--- src/rtl/pixel_cfg_pkg.sv ---
// Shared types and helpers for the pixel configuration loader.
// Holds the loader FSM states, the default word width and clog2.
package pixel_cfg_pkg;

  localparam int WORD_W_DEF = 6;

  typedef enum logic [2:0] {
    IDLE,
    FETCH,
    SHIFT_LO,
    SHIFT_HI,
    LATCH,
    DONE
  } cfg_state_e;

  // Ceiling log2, never below 1 so it can size any vector.
  function automatic int clog2(input int v);
    int r;
    r = 1;
    for (int i = 1; i < 31; i++) begin
      if ((1 << i) < v) r = i + 1;
    end
    return r;
  endfunction

endpackage

--- src/rtl/cfg_word_fifo.sv ---
// Small synchronous word FIFO with flush and a sticky overflow flag.
// A push into a full FIFO is accepted when a pop frees a slot.
module cfg_word_fifo
  import pixel_cfg_pkg::*;
#(
  parameter int WORD_W     = WORD_W_DEF,
  parameter int FIFO_DEPTH = 4
) (
  input  logic              clk,
  input  logic              rst,
  input  logic              push,
  input  logic              pop,
  input  logic              flush,
  input  logic              ovf_clr,
  input  logic [WORD_W-1:0] din,
  output logic [WORD_W-1:0] dout,
  output logic              empty,
  output logic              ovf
);

  localparam int AW = clog2(FIFO_DEPTH);

  logic [WORD_W-1:0] mem_q [FIFO_DEPTH];
  logic [AW:0]       wr_q, wr_d;
  logic [AW:0]       rd_q, rd_d;
  logic              ovf_q, ovf_d;
  logic              full;
  logic              do_push;
  logic              do_pop;

  assign empty = (wr_q == rd_q);
  assign full  = (wr_q[AW] != rd_q[AW]) &&
                 (wr_q[AW-1:0] == rd_q[AW-1:0]);
  assign dout  = mem_q[rd_q[AW-1:0]];
  assign ovf   = ovf_q;

  always_comb begin
    do_pop  = pop && !empty && !flush;
    do_push = push && (!full || do_pop) && !flush;
    wr_d    = wr_q;
    rd_d    = rd_q;
    ovf_d   = ovf_q & ~ovf_clr;
    if (flush) begin
      wr_d = '0;
      rd_d = '0;
    end else begin
      if (do_push) wr_d = wr_q + 1'b1;
      if (do_pop) rd_d = rd_q + 1'b1;
      if (push && !do_push) ovf_d = 1'b1;
    end
  end

  always_ff @(posedge clk) begin
    if (rst) begin
      wr_q  <= '0;
      rd_q  <= '0;
      ovf_q <= 1'b0;
    end else begin
      wr_q  <= wr_d;
      rd_q  <= rd_d;
      ovf_q <= ovf_d;
    end
  end

  always_ff @(posedge clk) begin
    if (do_push) mem_q[wr_q[AW-1:0]] <= din;
  end

endmodule

--- src/rtl/pixel_cfg_loader.sv ---
// Buffers pixel config words and shifts them MSB-first into the
// pixel chain on a divided clock, then pulses the chain latch.
module pixel_cfg_loader
  import pixel_cfg_pkg::*;
#(
  parameter int WORD_W     = WORD_W_DEF,
  parameter int NUM_PIX    = 64,
  parameter int FIFO_DEPTH = 4,
  parameter int HALF_DIV   = 2,
  parameter int LATCH_CYC  = 2
) (
  input  logic                          clk,
  input  logic                          rst,
  input  logic                          config_en,
  input  logic                          cfg_push,
  input  logic [WORD_W-1:0]             cfig_data,
  output logic                          cfg_sdo,
  output logic                          cfg_sclk,
  output logic                          cfg_latch,
  output logic                          config_do,
  output logic                          cfg_busy,
  output logic                          cfg_ovf,
  output logic [clog2(NUM_PIX+1)-1:0]   word_cnt
);

  localparam int CW   = clog2(NUM_PIX + 1);
  localparam int BW   = clog2(WORD_W);
  localparam int DMAX = (HALF_DIV > LATCH_CYC) ? HALF_DIV : LATCH_CYC;
  localparam int DW   = clog2(DMAX + 1);

  cfg_state_e        state_q, state_d;
  logic [DW-1:0]     div_q, div_d;
  logic [BW-1:0]     bit_q, bit_d;
  logic [WORD_W-1:0] sh_q, sh_d;
  logic [CW-1:0]     wcnt_q, wcnt_d;
  logic              sdo_q, sdo_d;
  logic              sclk_q, sclk_d;
  logic              latch_q, latch_d;
  logic              done_q, done_d;
  logic              busy_q, busy_d;
  logic              en_q;

  logic              fifo_pop;
  logic              fifo_flush;
  logic              fifo_empty;
  logic [WORD_W-1:0] fifo_dout;

  cfg_word_fifo #(
    .WORD_W     (WORD_W),
    .FIFO_DEPTH (FIFO_DEPTH)
  ) u_fifo (
    .clk     (clk),
    .rst     (rst),
    .push    (cfg_push & config_en),
    .pop     (fifo_pop),
    .flush   (fifo_flush),
    .ovf_clr (config_en & ~en_q),
    .din     (cfig_data),
    .dout    (fifo_dout),
    .empty   (fifo_empty),
    .ovf     (cfg_ovf)
  );

  always_comb begin
    state_d    = state_q;
    div_d      = div_q;
    bit_d      = bit_q;
    sh_d       = sh_q;
    wcnt_d     = wcnt_q;
    fifo_pop   = 1'b0;
    fifo_flush = 1'b0;
    unique case (state_q)
      IDLE: begin
        wcnt_d = '0;
        div_d  = '0;
        if (config_en) state_d = FETCH;
      end
      FETCH: begin
        if (!fifo_empty) begin
          fifo_pop = 1'b1;
          sh_d     = fifo_dout;
          bit_d    = BW'(WORD_W - 1);
          div_d    = '0;
          state_d  = SHIFT_LO;
        end
      end
      SHIFT_LO: begin
        if (div_q == DW'(HALF_DIV - 1)) begin
          div_d   = '0;
          state_d = SHIFT_HI;
        end else begin
          div_d = div_q + 1'b1;
        end
      end
      SHIFT_HI: begin
        if (div_q == DW'(HALF_DIV - 1)) begin
          div_d = '0;
          if (bit_q != '0) begin
            bit_d   = bit_q - 1'b1;
            sh_d    = sh_q << 1;
            state_d = SHIFT_LO;
          end else begin
            wcnt_d  = wcnt_q + 1'b1;
            state_d = (wcnt_q + 1'b1 == CW'(NUM_PIX)) ? LATCH : FETCH;
          end
        end else begin
          div_d = div_q + 1'b1;
        end
      end
      LATCH: begin
        if (div_q == DW'(LATCH_CYC - 1)) begin
          div_d   = '0;
          state_d = DONE;
        end else begin
          div_d = div_q + 1'b1;
        end
      end
      DONE: begin
        state_d = DONE;
      end
      default: state_d = IDLE;
    endcase
    // Dropping config_en ends the session: abort or DONE exit.
    if (!config_en && state_q != IDLE) begin
      state_d    = IDLE;
      fifo_pop   = 1'b0;
      fifo_flush = 1'b1;
      wcnt_d     = '0;
      div_d      = '0;
    end
  end

  always_comb begin
    sclk_d  = (state_d == SHIFT_HI);
    sdo_d   = (state_d == SHIFT_LO || state_d == SHIFT_HI) ?
              sh_d[WORD_W-1] : 1'b0;
    latch_d = (state_d == LATCH);
    done_d  = (state_d == DONE);
    busy_d  = !(state_d == IDLE || state_d == DONE);
  end

  always_ff @(posedge clk) begin
    if (rst) begin
      state_q <= IDLE;
      div_q   <= '0;
      bit_q   <= '0;
      sh_q    <= '0;
      wcnt_q  <= '0;
      sdo_q   <= 1'b0;
      sclk_q  <= 1'b0;
      latch_q <= 1'b0;
      done_q  <= 1'b0;
      busy_q  <= 1'b0;
      en_q    <= 1'b0;
    end else begin
      state_q <= state_d;
      div_q   <= div_d;
      bit_q   <= bit_d;
      sh_q    <= sh_d;
      wcnt_q  <= wcnt_d;
      sdo_q   <= sdo_d;
      sclk_q  <= sclk_d;
      latch_q <= latch_d;
      done_q  <= done_d;
      busy_q  <= busy_d;
      en_q    <= config_en;
    end
  end

  assign cfg_sdo   = sdo_q;
  assign cfg_sclk  = sclk_q;
  assign cfg_latch = latch_q;
  assign config_do = done_q;
  assign cfg_busy  = busy_q;
  assign word_cnt  = wcnt_q;

endmodule

--- config.mk ---
export PLATFORM = sky130hd
export DESIGN_NAME = pixel_cfg_loader
export DESIGN_NICKNAME = d
export VERILOG_FILES = /design/src/rtl/pixel_cfg_pkg.sv /design/src/rtl/cfg_word_fifo.sv /design/src/rtl/pixel_cfg_loader.sv
export SDC_FILE = /design/constraint.sdc
export NUM_CORES = 1
export LEC_CHECK = 0
export CAP_MARGIN = 20
export CORE_MARGIN = 10
export CORE_UTILIZATION = 57
export CTS_BUF_LIST = sky130_fd_sc_hd__clkbuf_8 sky130_fd_sc_hd__clkbuf_16
export CTS_CLUSTER_SIZE = 30
export DETAILED_ROUTE_END_ITERATION = 6
export GPL_TIMING_DRIVEN = 0
export PLACE_DENSITY = 0.82
export SETUP_SLACK_MARGIN = 0.4
export SYNTH_ARGS = -nofsm -noshare
export SYNTH_HDL_FRONTEND = slang
export SYNTH_SLANG_ARGS = --single-unit
--- constraint.sdc ---
create_clock -name clk -period 2.35 [get_ports clk]
set_clock_uncertainty 0.05 [all_clocks]
set_input_delay 0.705 -clock clk [delete_from_list [all_inputs] [get_ports clk]]
set_output_delay 0.705 -clock clk [all_outputs]
set_load 0.05 [all_outputs]
* Word-level counts from Yosys, hierarchy flattened
Memories as Yosys holds them, arrays and structs flattened. A register that Yosys moved wholly into a read port is not among the register bits.
Index checks and enable logic that the tools add are counted.
** Word-level totals
- Bits of input ports :: 10
- Logic and storage cells :: 108
- Bits in registers :: 34
- Memories kept :: 1
- Output and inout port bits :: 13
- Memory bits (writable) :: 24
** Memories
- u_fifo.mem_q :: words 4, bits a word 6, rd ports 1, clocked after Yosys merged registers in 1, write ports 1, RTL line cfg_word_fifo.sv:23 : logic [WORD_W-1:0] mem_q [FIFO_DEPTH];
** Cells by class
- Equal/unequal tests :: 18
- Reduce and logical (&&, ||, !) cells :: 30
- Mux-type cells :: 33
- Bitwise operators :: 6
- Add/subtract/negate cells :: 5
** Operators with widths (number)
- 3-bit 2-to-1 mux :: 11
- 6-bit 2-to-1 mux :: 3
- 3-bit case mux with 6 select lines :: 1
- 7-bit 2-to-1 mux :: 2
- 7-bit case mux with 2 select lines :: 1
- 3-bit by 2-bit equality test with 1-bit output (second input constant) :: 4
- 3-bit equality test (second input constant) :: 4
- 6-bit case mux with 2 select lines :: 1
- 3-bit nonzero test :: 3
- 1-bit 2-to-1 mux :: 8
- 2-bit 2-to-1 mux :: 4
- 2-bit inequality test (second input constant) :: 4
- 7-bit by 1-bit adder with 7-bit output (second input constant) :: 1
- 7-bit equality test (second input constant) :: 1
- 1-bit logical AND :: 7
- 3-bit by 1-bit adder with 3-bit output (second input constant) :: 2
- 1-bit logical NOT :: 6
- 3-bit logical NOT :: 2
- 2-bit case mux with 3 select lines :: 1
- 3-bit case mux with 2 select lines :: 1
- 2-bit OR reduction :: 3
- 4-bit AND reduction :: 1
- 2-bit nonzero test :: 2
- 1-bit bitwise AND :: 3
- 12 further kinds :: 16

* Logic depth before layout (Yosys ltp)
- Word-level depth :: 13
- Gate-level depth with buffers :: 8
- Mapped depth without buffers :: 7

* Cells and area by module
From an unflattened synthesis, not the netlist that was laid out.
** Unflattened totals
- Cells, all modules :: 250
- Area, all modules :: 2830.2 sq um
** Modules (own cells, without submodules)
- pixel_cfg_loader :: instances 1, sequential area each 540.5 sq um, cells an instance 165, area an instance 1427.6 sq um
- cfg_word_fifo :: instances 1, sequential area each 900.9 sq um, cells an instance 85, area an instance 1402.6 sq um

* Worst setup path before layout
OpenSTA, ideal clock, no wires.
- Path kind :: register to register
- Start point :: register wcnt_q[0] (netlist: word_cnt[0])
- End point :: register latch_q (netlist: cfg_latch)
- Path buffers :: 0
- Data required time :: 2.185 ns
- Arrival :: 2.052 ns
- Period minus slack after synthesis :: 2.217 ns
- Library setup time :: 0.115 ns
- Path slack :: 0.133 ns
- Cell stages (with the launch flop) :: 7
- Cells stage by stage :: dfxtp_1 ha_1 and3_1 nor3_1 o311ai_0 a32oi_1 o21a_1
** On the way
- Longest elaborated chain between the ends :: 8
** Ends and longest elaborated chain
- from (decl) :: RTL line pixel_cfg_loader.sv:35 : logic [CW-1:0] wcnt_q, wcnt_d;
- from (signal assigned) :: RTL line pixel_cfg_loader.sv:160 : wcnt_q <= wcnt_d;
- 7-bit by 1-bit adder with 7-bit output :: RTL line pixel_cfg_loader.sv:104 : state_d = (wcnt_q + 1'b1 == CW'(NUM_PIX)) ? LATCH : FETCH;
- 7-bit equality test :: RTL line pixel_cfg_loader.sv:104
- 3-bit 2-to-1 mux :: RTL line pixel_cfg_loader.sv:104
- 3-bit 2-to-1 mux :: RTL line pixel_cfg_loader.sv:98 : if (bit_q != '0) begin
- 3-bit 2-to-1 mux :: RTL line pixel_cfg_loader.sv:96 : if (div_q == DW'(HALF_DIV - 1)) begin
- 3-bit case mux with 6 select lines :: RTL line pixel_cfg_loader.sv:72 : unique case (state_q)
- 3-bit 2-to-1 mux :: RTL line pixel_cfg_loader.sv:124 : if (!config_en && state_q != IDLE) begin
- 3-bit equality test :: RTL line pixel_cfg_loader.sv:137 : latch_d = (state_d == LATCH);
- to (signal assigned) :: RTL line pixel_cfg_loader.sv:163 : latch_q <= latch_d;
- to (decl) :: RTL line pixel_cfg_loader.sv:38 : logic latch_q, latch_d;
Every way passes these cells.
A chain may end at the register's enable or synchronous reset.

* Worst setup path in the final report
- Start point :: register latch_q (netlist: cfg_latch)
- End point :: output port cfg_latch
** RTL lines
- to (decl) :: RTL line pixel_cfg_loader.sv:19 : output logic cfg_latch,
No word-level cell between the ends.

==> metrics <==
FFs w/ async S/R, synth 0%; vias in the first global route 1918; main flop type after synthesis dfxtp_1; Nets 295; Die Y-Extent 88.7 um; Avg Cell Area, Syn 11.0 um2; largest net degree at the start of global routing 12; first-pass GRT wire length 9050 um; drt via density 5.70; Setup TNS Final 0 ns; die area 7860 um2; CP max FO 1; drt pass-1 iters 4; Synth cell types 50; design area 3250 um2; Clock Tree Buf Depth 2; Post-Synth Simple-Gate Area 17.5%; fill cell count 333; number of DRC violations after detailed-routing iteration 0 130; # H-tree levels 3; Ys Warns 0; max_slew headroom 67.4%; routed len/inst 15.9 um; Synth Area in Adders 4.19%; via count 1897; RSZ-0062 raised after global routing no; Post-synth top cells dfxtp_1, nor2_1, edfxtp_1; GR Overflow Total 0; post-synthesis sequential area ratio 53.7%; DIE WIDTH 88.7 um; WP data arrival 1.16 ns; number of synthesized register bits 60; Period minus WS final 1.91 ns; Ports 23; # rows 24; DRC 0; cell breakdown of the critical path dlygate4sd2_1; Worst Slack Setup Final 0.437 ns; top-count cell post-synth dfxtp_1; dpl cells 317; Setup crit start kind flop; Synth area leader dfxtp_1; Worst path top cell family by delay buffers and inverters; max-slew violations 0; Root Buffer clkbuf_8; Synth Area in Compound Gates 12.7%; FF+latch area 1450 um2; Req. time, crit path 1.59 ns; Mapped Cells 244; DRT antenna net count 0; synth top area cells dfxtp_1, edfxtp_1, mux4_2; outcome completed; core box area 4440 um2; gr usage total 14.9%; Max-Cap Viols 0; setup violators final 0; Synth Net Count 263; EDFF count, synth 24; Hold Fails Final Rpt 0; Post-Syn Area 2690 um2; top-area cell type share of the netlist area 26.8%; Hold/Removal Path Class flop to flop; share of layout cells above drive strength 1 21.4%; Finished Layout Cells 333; Clock Sink Count 60; worst vdd ir 511 uV; multiplexer share of the synthesized area 5.40%; Leakage 0.00114 uW; P&R area growth vs syn 20.9%; TritonCTS buffer count 9; xor and xnor area share after synthesis 3.26%; Crit Path Class flop to output pin; HPWL Detailed 3660 um; CTS tree done; Buffers on Ports 21; slowest stage delay, CP 0.52 ns; initial antenna violation count 0; PwrDens 709 nW/um2; Worst-Margin Slew 0.491 ns; Fmax achieved 523 MHz; dpl cell area 2970 um2; largest family of logic cells by synthesized area simple AND/OR/NAND/NOR gates; worst slack, placed 0.0206 ns; Multi-input gate area 1220 um2; Skew-Pair Late Insertion Delay 0.34 ns; Reg clk slew, reported paths 0.07 ns; crit path capture type output pin; Buffers & Inverters on Critical Path 1; Placer Congestion 0.812; part of the cycle the worst path needs 81.4%; Initial Util 60.4%; CP max-delay cell dlygate4sd2_1; number of diodes 0; Routed WL 5290 um
## repair_timing
action	CTS	global route
gates resized for setup	30	19
buffers inserted	0	0
hold buffers	0	0
setup endpoints to repair	16	26
pin swaps	0	1
## per-layer routing
layer | routed length [um] | GRT usage [%] | up-vias
met4 | 52 | 5.29 | 0
li1 | - | - | 947
met2 | 2570 | 24.4 | 42
met3 | 299 | 5.79 | 6
met5 | 0 | 0 | -
met1 | 2370 | 17.2 | 902
## worst paths after layout
| path | cells after the start | endpoint | slack, ns | from |
|---|---|---|---|---|
| worst max-delay path | 1 | cfg_latch | 0.44 | cfg_latch$_SDFF_PP0_ |
| worst min-delay path | 2 | sh_q[2]$_SDFFE_PP0P_ | 0.41 | sh_q[2]$_SDFFE_PP0P_ |
| worst max register to register | 6 | config_do$_SDFF_PP0_ | 0.50 | word_cnt[1]$_SDFFE_PP0P_ |
| worst min register to register | 2 | sh_q[2]$_SDFFE_PP0P_ | 0.41 | sh_q[2]$_SDFFE_PP0P_ |
## registers in the layout (all words and copies together), names as in the netlist, 2 cells and up, named ones only
| name | count |
|---|---|
| word_cnt | 7 |
| sh_q | 6 |
| state_q | 3 |
| u_fifo.rd_q | 3 |
| u_fifo.wr_q | 3 |
| u_fifo.mem_q | 24 |
| bit_q | 3 |
| div_q | 2 |
## through the flow
stage                     power (uW)  utilization, %  hold WS (ns)
final                           2300            73.1         0.411
after global routing            2400            73.1         0.429
after CTS                       2320            71.8         0.409
after detailed placement        1320            66.9         0.399
after global placement          1320            66.9         0.392
after floorplan                 1270               -         0.382
## power breakdown
part	switching (uW)	internal, uW	leakage [uW]
sequential	14.8	1110	0.000511
combinational	109	78.4	0.000520
clock	402	592	0.000107
total	526	1780	0.00114
## layout by cell type (no fill, tap or decap), types with 3 or more instances in the layout
cell type / synthesis / layout
a21oi_1: 21 / 21
a22oi_1: 6 / 6
and2_2: 1 / 3
buf_2: 2 / 3
clkbuf_2: 0 / 4
clkbuf_8: 0 / 9
clkdlybuf4s15_1: 0 / 4
clkdlybuf4s15_2: 0 / 6
clkdlybuf4s50_1: 0 / 8
dfxtp_1: 36 / 34
edfxtp_1: 24 / 24
ha_1: 9 / 9
inv_1: 9 / 10
mux4_2: 6 / 6
nand2_1: 15 / 15
nand2b_1: 4 / 4
nand3_1: 7 / 7
nor2_1: 29 / 29
nor2b_1: 5 / 5
nor3_1: 7 / 7
o21ai_0: 6 / 6
or3_1: 3 / 3
xnor2_1: 7 / 5
xor2_1: 3 / 3
## cell families (layout without fill, tap and decap cells)
kind of cell	count (synthesis)	after routing
and+or+nand+nor	90	90
DFF	60	60
AOI/OAI and AO/OA	50	50
buffers and inverters	18	55
xor gates and xnor gates	10	10
adders and majority gates	9	9
muxes	7	7
## area by class of cell
type	instances	share of cell area, %
Timing Repair Buffer	21	6.36
Tap cell	52	2.00
Clock inverter	7	2.85
Inverter	9	1.04
Clock buffer	9	3.81
Multi-Input combinational cell	166	37.6
Buffer	9	1.81
Sequential cell	60	44.5
Note: power is estimated with default switching activity, not from simulation.
